===== src/rtl/noc_merge_arbiter_pkg.sv =====
// Shared NoC definitions: default packet width, address field position and
// the output-register state encoding used by the merge arbiter.
package noc_merge_arbiter_pkg;

  localparam int NOC_W    = 9;
  localparam int ADDR_MSB = 8;
  localparam int ADDR_LSB = 5;

  typedef enum logic [0:0] {
    EMPTY = 1'b0,
    FULL  = 1'b1
  } out_state_e;

endpackage


===== src/rtl/noc_merge_arbiter_rr_arb2.sv =====
// Two-way grant selection: a lone requester wins outright, and a tie is
// settled by the priority pointer. The grant is one-hot or zero.
module rr_arb2 (
  input  logic [1:0] req,
  input  logic       ptr,
  output logic [1:0] gnt
);

  // grant decode from the request pair and the tie-break pointer
  always_comb begin
    gnt = 2'b00;
    case (req)
      2'b01:   gnt = 2'b01;
      2'b10:   gnt = 2'b10;
      2'b11:   gnt = ptr ? 2'b10 : 2'b01;
      default: gnt = 2'b00;
    endcase
  end

endmodule


===== src/rtl/noc_merge_arbiter.sv =====
// Merges two valid/ready packet streams into one registered output stage,
// alternating priority on contention and counting accepted packets per input.
module noc_merge_arbiter
  import noc_merge_arbiter_pkg::*;
#(
  parameter int W  = NOC_W,
  parameter int CW = 8
) (
  input  logic          clk,
  input  logic          reset,
  input  logic          in0_valid,
  input  logic [W-1:0]  in0_data,
  output logic          in0_ready,
  input  logic          in1_valid,
  input  logic [W-1:0]  in1_data,
  output logic          in1_ready,
  output logic          out_valid,
  output logic [W-1:0]  out_data,
  input  logic          out_ready,
  output logic          out_src,
  output logic [CW-1:0] cnt0,
  output logic [CW-1:0] cnt1
);

  localparam logic [CW-1:0] CNT_MAX = {CW{1'b1}};
  localparam logic [CW-1:0] CNT_ONE = {{(CW-1){1'b0}}, 1'b1};

  out_state_e    state_r;
  logic          ptr_r;
  logic [W-1:0]  out_data_r;
  logic          out_src_r;
  logic [CW-1:0] cnt0_r;
  logic [CW-1:0] cnt1_r;

  logic [1:0]    gnt_s;
  logic          take_s;
  logic          in0_ready_s;
  logic          in1_ready_s;
  logic          acc0_s;
  logic          acc1_s;
  logic [W-1:0]  sel_data_s;
  logic          sel_src_s;

  rr_arb2 u_arb (
    .req ({in1_valid, in0_valid}),
    .ptr (ptr_r),
    .gnt (gnt_s)
  );

  // accept path: the output register can load when empty or when it is draining
  always_comb begin
    take_s      = (state_r == EMPTY) || out_ready;
    in0_ready_s = take_s && gnt_s[0] && !reset;
    in1_ready_s = take_s && gnt_s[1] && !reset;
    acc0_s      = in0_valid && in0_ready_s;
    acc1_s      = in1_valid && in1_ready_s;
    if (acc1_s) begin
      sel_data_s = in1_data;
      sel_src_s  = 1'b1;
    end else begin
      sel_data_s = in0_data;
      sel_src_s  = 1'b0;
    end
  end

  // output register, priority pointer and saturating acceptance counters
  always_ff @(posedge clk) begin
    if (reset) begin
      state_r    <= EMPTY;
      ptr_r      <= 1'b0;
      out_data_r <= {W{1'b0}};
      out_src_r  <= 1'b0;
      cnt0_r     <= {CW{1'b0}};
      cnt1_r     <= {CW{1'b0}};
    end else begin
      if (acc0_s || acc1_s) begin
        state_r    <= FULL;
        out_data_r <= sel_data_s;
        out_src_r  <= sel_src_s;
        ptr_r      <= ~sel_src_s;
      end else if (out_ready) begin
        state_r    <= EMPTY;
      end
      if (acc0_s && (cnt0_r != CNT_MAX)) begin
        cnt0_r <= cnt0_r + CNT_ONE;
      end
      if (acc1_s && (cnt1_r != CNT_MAX)) begin
        cnt1_r <= cnt1_r + CNT_ONE;
      end
    end
  end

  assign in0_ready = in0_ready_s;
  assign in1_ready = in1_ready_s;
  assign out_valid = (state_r == FULL);
  assign out_data  = out_data_r;
  assign out_src   = out_src_r;
  assign cnt0      = cnt0_r;
  assign cnt1      = cnt1_r;

endmodule


===== config.mk =====
export PLATFORM = sky130hd
export DESIGN_NAME = noc_merge_arbiter
export DESIGN_NICKNAME = d
export VERILOG_FILES = /design/src/rtl/noc_merge_arbiter_pkg.sv /design/src/rtl/noc_merge_arbiter_rr_arb2.sv /design/src/rtl/noc_merge_arbiter.sv
export SDC_FILE = /design/constraint.sdc
export NUM_CORES = 1
export LEC_CHECK = 0
export CORE_AREA = 5 5 66 68
export CTS_BUF_LIST = sky130_fd_sc_hd__clkbuf_8 sky130_fd_sc_hd__clkbuf_16
export DETAILED_ROUTE_END_ITERATION = 8
export DIE_AREA = 0 0 71 73
export PLACE_DENSITY = 0.73
export SLEW_MARGIN = 10
export SYNTH_ARGS = -nofsm -noshare
export SYNTH_HDL_FRONTEND = slang
export SYNTH_SLANG_ARGS = --single-unit

===== constraint.sdc =====
create_clock -name clk -period 1.6 [get_ports clk]
set_input_delay 0.16 -clock clk [delete_from_list [all_inputs] [get_ports clk]]
set_output_delay 0.16 -clock clk [all_outputs]
set_load 0.03 [all_outputs]

==> results.cfg, run 1 <==
[sta]
fin_crit_ns = 1.55
worst_slack_ns = 0.0466
max_slew_margin_pct = 77.9
rsz0062_at_grt = no
worst_pin_slew_ns = 0.331
final-setup-viol-count = 0
fmax_ghz = 0.644
hold_viol = 0
final-max-slew-violation-count = 0
finalCritPeriodShare_pct = 97.1
final.setup.tns_ns = 0
clock_skew_ns = 0.00417

[worst_setup_path]
worst-r2r-setup-slack_ns = 0.06
path_buf_inv = 2
crit_fanout = 5
startpoint_type = flip-flop
r2r-start = cnt1[0]
r2r_cells = 5
worst-path-stages = 2
critPathRequiredTime_ns = 1.44
cp_data_arrival_time_ns = 1.39
worst_r2r_endpoint = cnt1[1]
end_kind = primary output
cp_top_family = buffers and inverters
crit_start = cnt1[0]
cpMaxStageDelayCell = clkdlybuf4s50_1
critical_path_class = reg2out
crit_path_cell_trace = buf_4 -> clkdlybuf4s50_1
slowest_delay_ns = 0.67

[layout]
final_nets = 245
design_area_um2 = 2100
drive_gt1_share_pct = 19.3
antenna_cells = 0
finalNonFillerCells = 268
syn_to_final_growth_pct = 50.7

[synth]
synth_warnings = 0
synth_area_um2 = 1390
synth_cell_type_count = 46
avgSynthCellArea_um2 = 9.04
syn_inst = 154
ys_seq_area_share_pct = 40.3
syn_nets = 179
ys_ff_latch = 28

[global_route]
overflow = 0
grt_start_max_net_pins = 25
grt_pass1_vias = 1306
grt_first_pass_wirelength_um = 5710
antenna_found_initial = 0
grt_use_total_pct = 13.3

[clock_tree]
cts_max_level = 1
clock_path_buffers = 2
clk_latency_ns = 0.26
cts_buffers = 3
cts_tree = built
cts.sinks = 28
cts.reportedPaths.clkPinSlew_ns = 0.09
post_cts_buffers = 0
root_buffer = clkbuf_8
cts_hold_buf = 0

[power]
cellPowerDensity_nw_per_um2 = 672
power_frac_seq_pct = 52.6
clock_power_share_pct = 25.9
total_power_mw = 1.41
peakVddDrop_mv = 0.276
combPwrFrac_pct = 21.5
power_switching_mw = 0.366
internal_power_mw = 1.04
switching_share_pct = 25.9
power.static_leakage_nw = 0.854

[detailed_routing]
ant_nets = 0
wire_per_inst_um = 13.0
vias_per_cell = 5.01
drc = 0
via_count = 1343
routed_wl_um = 3490
drtIter0Drc = 110
drt_pre_antenna_iters = 4

[floorplanning]
io_pins = 52
start_util_pct = 36.7
rows = 23
die_h_um = 73
core_um2 = 3800
dieArea_um2 = 5180
die_w_um = 71

[hold_path]
whs_endpoint = out_valid
min_path_type = in2reg
hold_start = in1_valid
hold_depth = 3

[outcome]
status = finished, final reports clean

[place]
place_congestion = 0.787
place_ws_ns = -0.0711
dp_cells = 265
numPortBuffers = 51
placedInstanceArea_um2 = 2030
post-dp-hpwl_um = 2700

[job]
cap_viol_max_count = 0
## kinds of logic after synthesis
family	count (synthesis)	share of synthesized area [%]
and+or+nand+nor	70	28.6
AOI/OAI and AO/OA	42	21.7
DFF	28	40.3
buffers and inverters	10	6.11
muxes	2	1.62
adders and majority gates	2	1.80
## cells in the mapped netlist (all sizes together)
cell type | count | area [um2]
a2111oi | 1 | 15.0
a211oi | 9 | 67.6
a21boi | 1 | 7.51
a21oi | 13 | 72.6
a22oi | 5 | 37.5
a311oi | 3 | 32.5
a31oi | 3 | 18.8
a41oi | 1 | 8.76
and2 | 4 | 28.8
and3 | 3 | 18.8
and4 | 2 | 18.8
buf | 4 | 50.1
clkbuf | 1 | 3.75
clkinv | 1 | 8.76
dfxtp | 28 | 561
ha | 2 | 25.0
inv | 4 | 22.5
mux2 | 2 | 22.5
nand2 | 21 | 78.8
nand2b | 2 | 22.5
nand3 | 2 | 10.0
nand3b | 1 | 7.51
nand4 | 5 | 61.3
nand4b | 1 | 8.76
nor2 | 15 | 58.8
nor2b | 3 | 18.8
nor3 | 5 | 25.0
nor4 | 2 | 12.5
nor4b | 1 | 8.76
o2111a | 1 | 11.3
o21ai | 4 | 20.0
o311a | 1 | 10.0
or2 | 1 | 6.26
or3 | 2 | 12.5
## repair_timing
item,4_1_cts,5_1_grt
resized for setup,2,10
pin swaps,0,1
endpoints found under the setup margin,2,7
## registers in the layout, indices dropped and copies added, names as in the netlist
register	flops
cnt1	8
out_data	9
ptr_r	1
out_src	1
cnt0	8
out_valid	1
## worst register-to-register path: cells and delay by family (launching register included)
family | cells | cell delay (ns)
multiplexers | 1 | 0.35
flip-flops | 1 | 0.33
AND/OR/NAND/NOR | 3 | 0.55
adder cells (fa/ha/maj) | 1 | 0.20
## cell type report
cell class / count / area, um2
Fill cell: 350 / 1700
Multi-Input combinational cell: 116 / 754
Timing Repair Buffer: 66 / 643
Sequential cell: 28 / 563
Tap cell: 50 / 62.6
Clock buffer: 3 / 41.3
Inverter: 5 / 33.8
## layout by cell type (no fill, tap or decap), types with 2 or more instances in the layout
cell type        netlist  layout
ha_1                   2       2
o21ai_0                4       4
dlymetal6s2s_1         0       6
a21oi_1               11      11
clkinv_4               1       2
buf_4                  1      16
mux2_2                 2       2
nor2_1                14      14
nor4_1                 2       2
dfxtp_2                0       2
dfxtp_1               28      26
dlygate4sd2_1          0       2
nand4_1                3       3
clkdlybuf4s50_1        0      41
a211oi_1               9       9
a31oi_1                3       3
a22oi_1                5       5
nand4_4                2       2
clkbuf_8               0       3
nand3_1                2       2
nand2_1               21      20
a21oi_2                2       2
inv_1                  2       2
or3_1                  2       2
a311oi_1               2       2
nor2b_1                3       3
and3_1                 3       3
and2_1                 2       2
nor3_1                 5       4
## metal layers
metal / global-route usage, % / share of wire, % / vias up
li1: - / - / 702
met1: 17.2 / 46 / 608
met2: 22.5 / 49 / 29
met3: 2.07 / 4.2 / 4
met5: 0 / 0 / -
met4: 4.59 / 1.2 / 0
## through the flow
stage / util (%) / hold slack, ns
2_1_floorplan: - / 0.259
3_3_place_gp: 53.6 / 0.449
3_5_place_dp: 53.6 / 0.454
4_1_cts: 54.6 / 0.415
5_1_grt: 55.2 / 0.383
6_report: 55.2 / 0.315
## how the worst max path moves through the flow
stage / end / slack, ns
6_report: cnt1[0] / 0.05
5_1_grt: cnt1[4] / 0.00006
4_1_cts: cnt1[5] / 0.01
3_5_place_dp: cnt0[6] / -0.07
3_3_place_gp: cnt0[6] / -0.05
2_1_floorplan: cnt1[1] / 0.008
## power groups by stage
stage / Sequential, mW / Combinational [mW] / Clock [mW]
after floorplan: 0.811 / 0.101 / 0
after global placement: 0.757 / 0.303 / 0
after detailed placement: 0.758 / 0.306 / 0
after CTS: 0.742 / 0.306 / 0.385
after global routing: 0.746 / 0.325 / 0.415
final: 0.742 / 0.304 / 0.365
No activity file was read; power rests on OpenSTA's default activity.
==> run 2: changes to the inputs <==
Settings changed: CORE_AREA 5 5 66 68 to 5 5 52 88, DIE_AREA 0 0 71 73 to 0 0 57 93, MAX_ROUTING_LAYER set to met4, PLACE_DENSITY 0.73 to unset, PLACE_DENSITY_LB_ADDON set to 0.12.
==> run 2 against run 1 <==
  * Flip-flop and latch count unchanged
  * Final cell count increased by 1.1%
  * Non-clock buffer count increased by 4
  * Total power increased by 5.9%
  * Register-to-register slack about the same
  * Fmax increased by 1.8%
  * Highest routed layer unchanged
  * Wire length increased by 19%
  * Die area increased by 2.3%
  * Clock skew increased by 0.0040 ns
  * Combinational power increased by 5%
  * Largest power group unchanged
==> results.cfg, run 2 (synthesized netlist as in run 1, its figures left out) <==
[outcome]
status = finished, final reports clean

[power]
cellPowerDensity_nw_per_um2 = 679
power.static_leakage_nw = 1.00
peakVddDrop_mv = 0.420
total_power_mw = 1.49

[sta]
hold_viol = 0
worst_slack_ns = 0.0737
fmax_ghz = 0.655
fin_crit_ns = 1.53
final-max-slew-violation-count = 0
clock_skew_ns = 0.00821
finalCritPeriodShare_pct = 95.4
max_slew_margin_pct = 70.4
final-setup-viol-count = 0
worst_pin_slew_ns = 0.445
final.setup.tns_ns = 0

[global_route]
antenna_found_initial = 0
overflow = 0
grt_start_max_net_pins = 25
grt_pass1_vias = 1421
grt_use_total_pct = 16.3
grt_first_pass_wirelength_um = 6720

[detailed_routing]
wire_per_inst_um = 15.4
drt_pre_antenna_iters = 4
vias_per_cell = 5.16
via_count = 1399
drc = 0
ant_nets = 0
drtIter0Drc = 26
routed_wl_um = 4170

[worst_setup_path]
cp_data_arrival_time_ns = 1.68
end_kind = flip-flop
startpoint_type = flip-flop
critPathRequiredTime_ns = 1.76
crit_path_cell_trace = ha_2 -> nand2_1 -> nand4b_1 -> nor4b_1 -> nor3_1
cpMaxStageDelayCell = dfxtp_1
slowest_delay_ns = 0.37
crit_fanout = 5
critical_path_class = reg2reg

[layout]
final_common_cell = clkdlybuf4s50_1
final_nets = 249
syn_to_final_growth_pct = 58.0
most-common-layout-cells = clkdlybuf4s50_1, dfxtp_1, nand2_1
largest_reg_flops = 9
design_area_um2 = 2200
finalNonFillerCells = 271
drive_gt1_share_pct = 22.4
antenna_cells = 0

[floorplanning]
dieArea_um2 = 5300
core_um2 = 3830
rows = 30
io_pins = 52
die_h_um = 93
die_w_um = 57
start_util_pct = 36.4

[clock_tree]
cts_tree = built
cts_hold_buf = 0
cts_max_level = 1
cts.sinks = 28
clk_latency_ns = 0.27
clock_path_buffers = 2
cts.reportedPaths.clkPinSlew_ns = 0.10
root_buffer = clkbuf_8
cts_buffers = 3

[place]
dp_cells = 266
numPortBuffers = 51
post-dp-hpwl_um = 3300
placedInstanceArea_um2 = 2080
place_ws_ns = -0.198
place_congestion = 0.835

[job]
cap_viol_max_count = 0

[hold_path]
min_path_type = in2reg
run 2: cell count changes in the layout (fill, tap and decap cells not counted), moves of 2 or more:
cell             change
dlymetal6s2s_1       +7
clkdlybuf4s50_1      -5
buf_12               +2
buf_4                +2
dlygate4sd2_1        -2
run 2: final cells by class:
class / instances / area (um2)
Clock buffer: 4 / 55.1
Fill cell: 375 / 1630
Inverter: 5 / 33.8
Multi-Input combinational cell: 116 / 768
Sequential cell: 28 / 564
Tap cell: 48 / 60.1
Timing Repair Buffer: 70 / 718
run 2: repair_timing:
item                       4_1_cts  5_1_grt
pin swaps                        0        1
gates resized for setup          2       18
setup endpoints to repair        2       18
cloned                           0        0
setup buffers                    0        1
run 2: final timing paths:
check | end | slack [ns] | cells after the start | startpoint
worst max-delay path | cnt0[6] | 0.07 | 5 | cnt0[1]
worst min-delay path | out_valid | 0.27 | 3 | in0_valid
worst max register to register | cnt0[6] | 0.07 | 5 | cnt0[1]
worst min register to register | out_data[0] | 0.47 | 2 | out_data[0]
run 2: critical path, delay by kind of cell (launching register included):
family / cells / cell delay, ns
AND/OR/NAND/NOR: 4 / 0.82
flip-flops: 1 / 0.37
adder cells (fa/ha/maj): 1 / 0.24
run 2: layer usage:
metal / global-route usage [%] / part of all wire, % / vias to the layer above
li1: - / - / 710
met1: 15.9 / 36 / 657
met2: 31.7 / 60 / 28
met3: 2.07 / 2.6 / 4
met4: 5.80 / 1.3 / 0
met5: - / 0 / -
run 2: where the power goes:
| group | switching [mW] | internal, mW |
|---|---|---|
| clock | 0.212 | 0.220 |
| combinational | 0.159 | 0.159 |
| sequential | 0.0172 | 0.726 |
run 2: metrics by stage:
step	hold WS (ns)	util (%)
2_1_floorplan	0.259	-
3_3_place_gp	0.449	54.3
3_5_place_dp	0.465	54.3
4_1_cts	0.419	55.9
5_1_grt	0.294	57.5
6_report	0.266	57.5
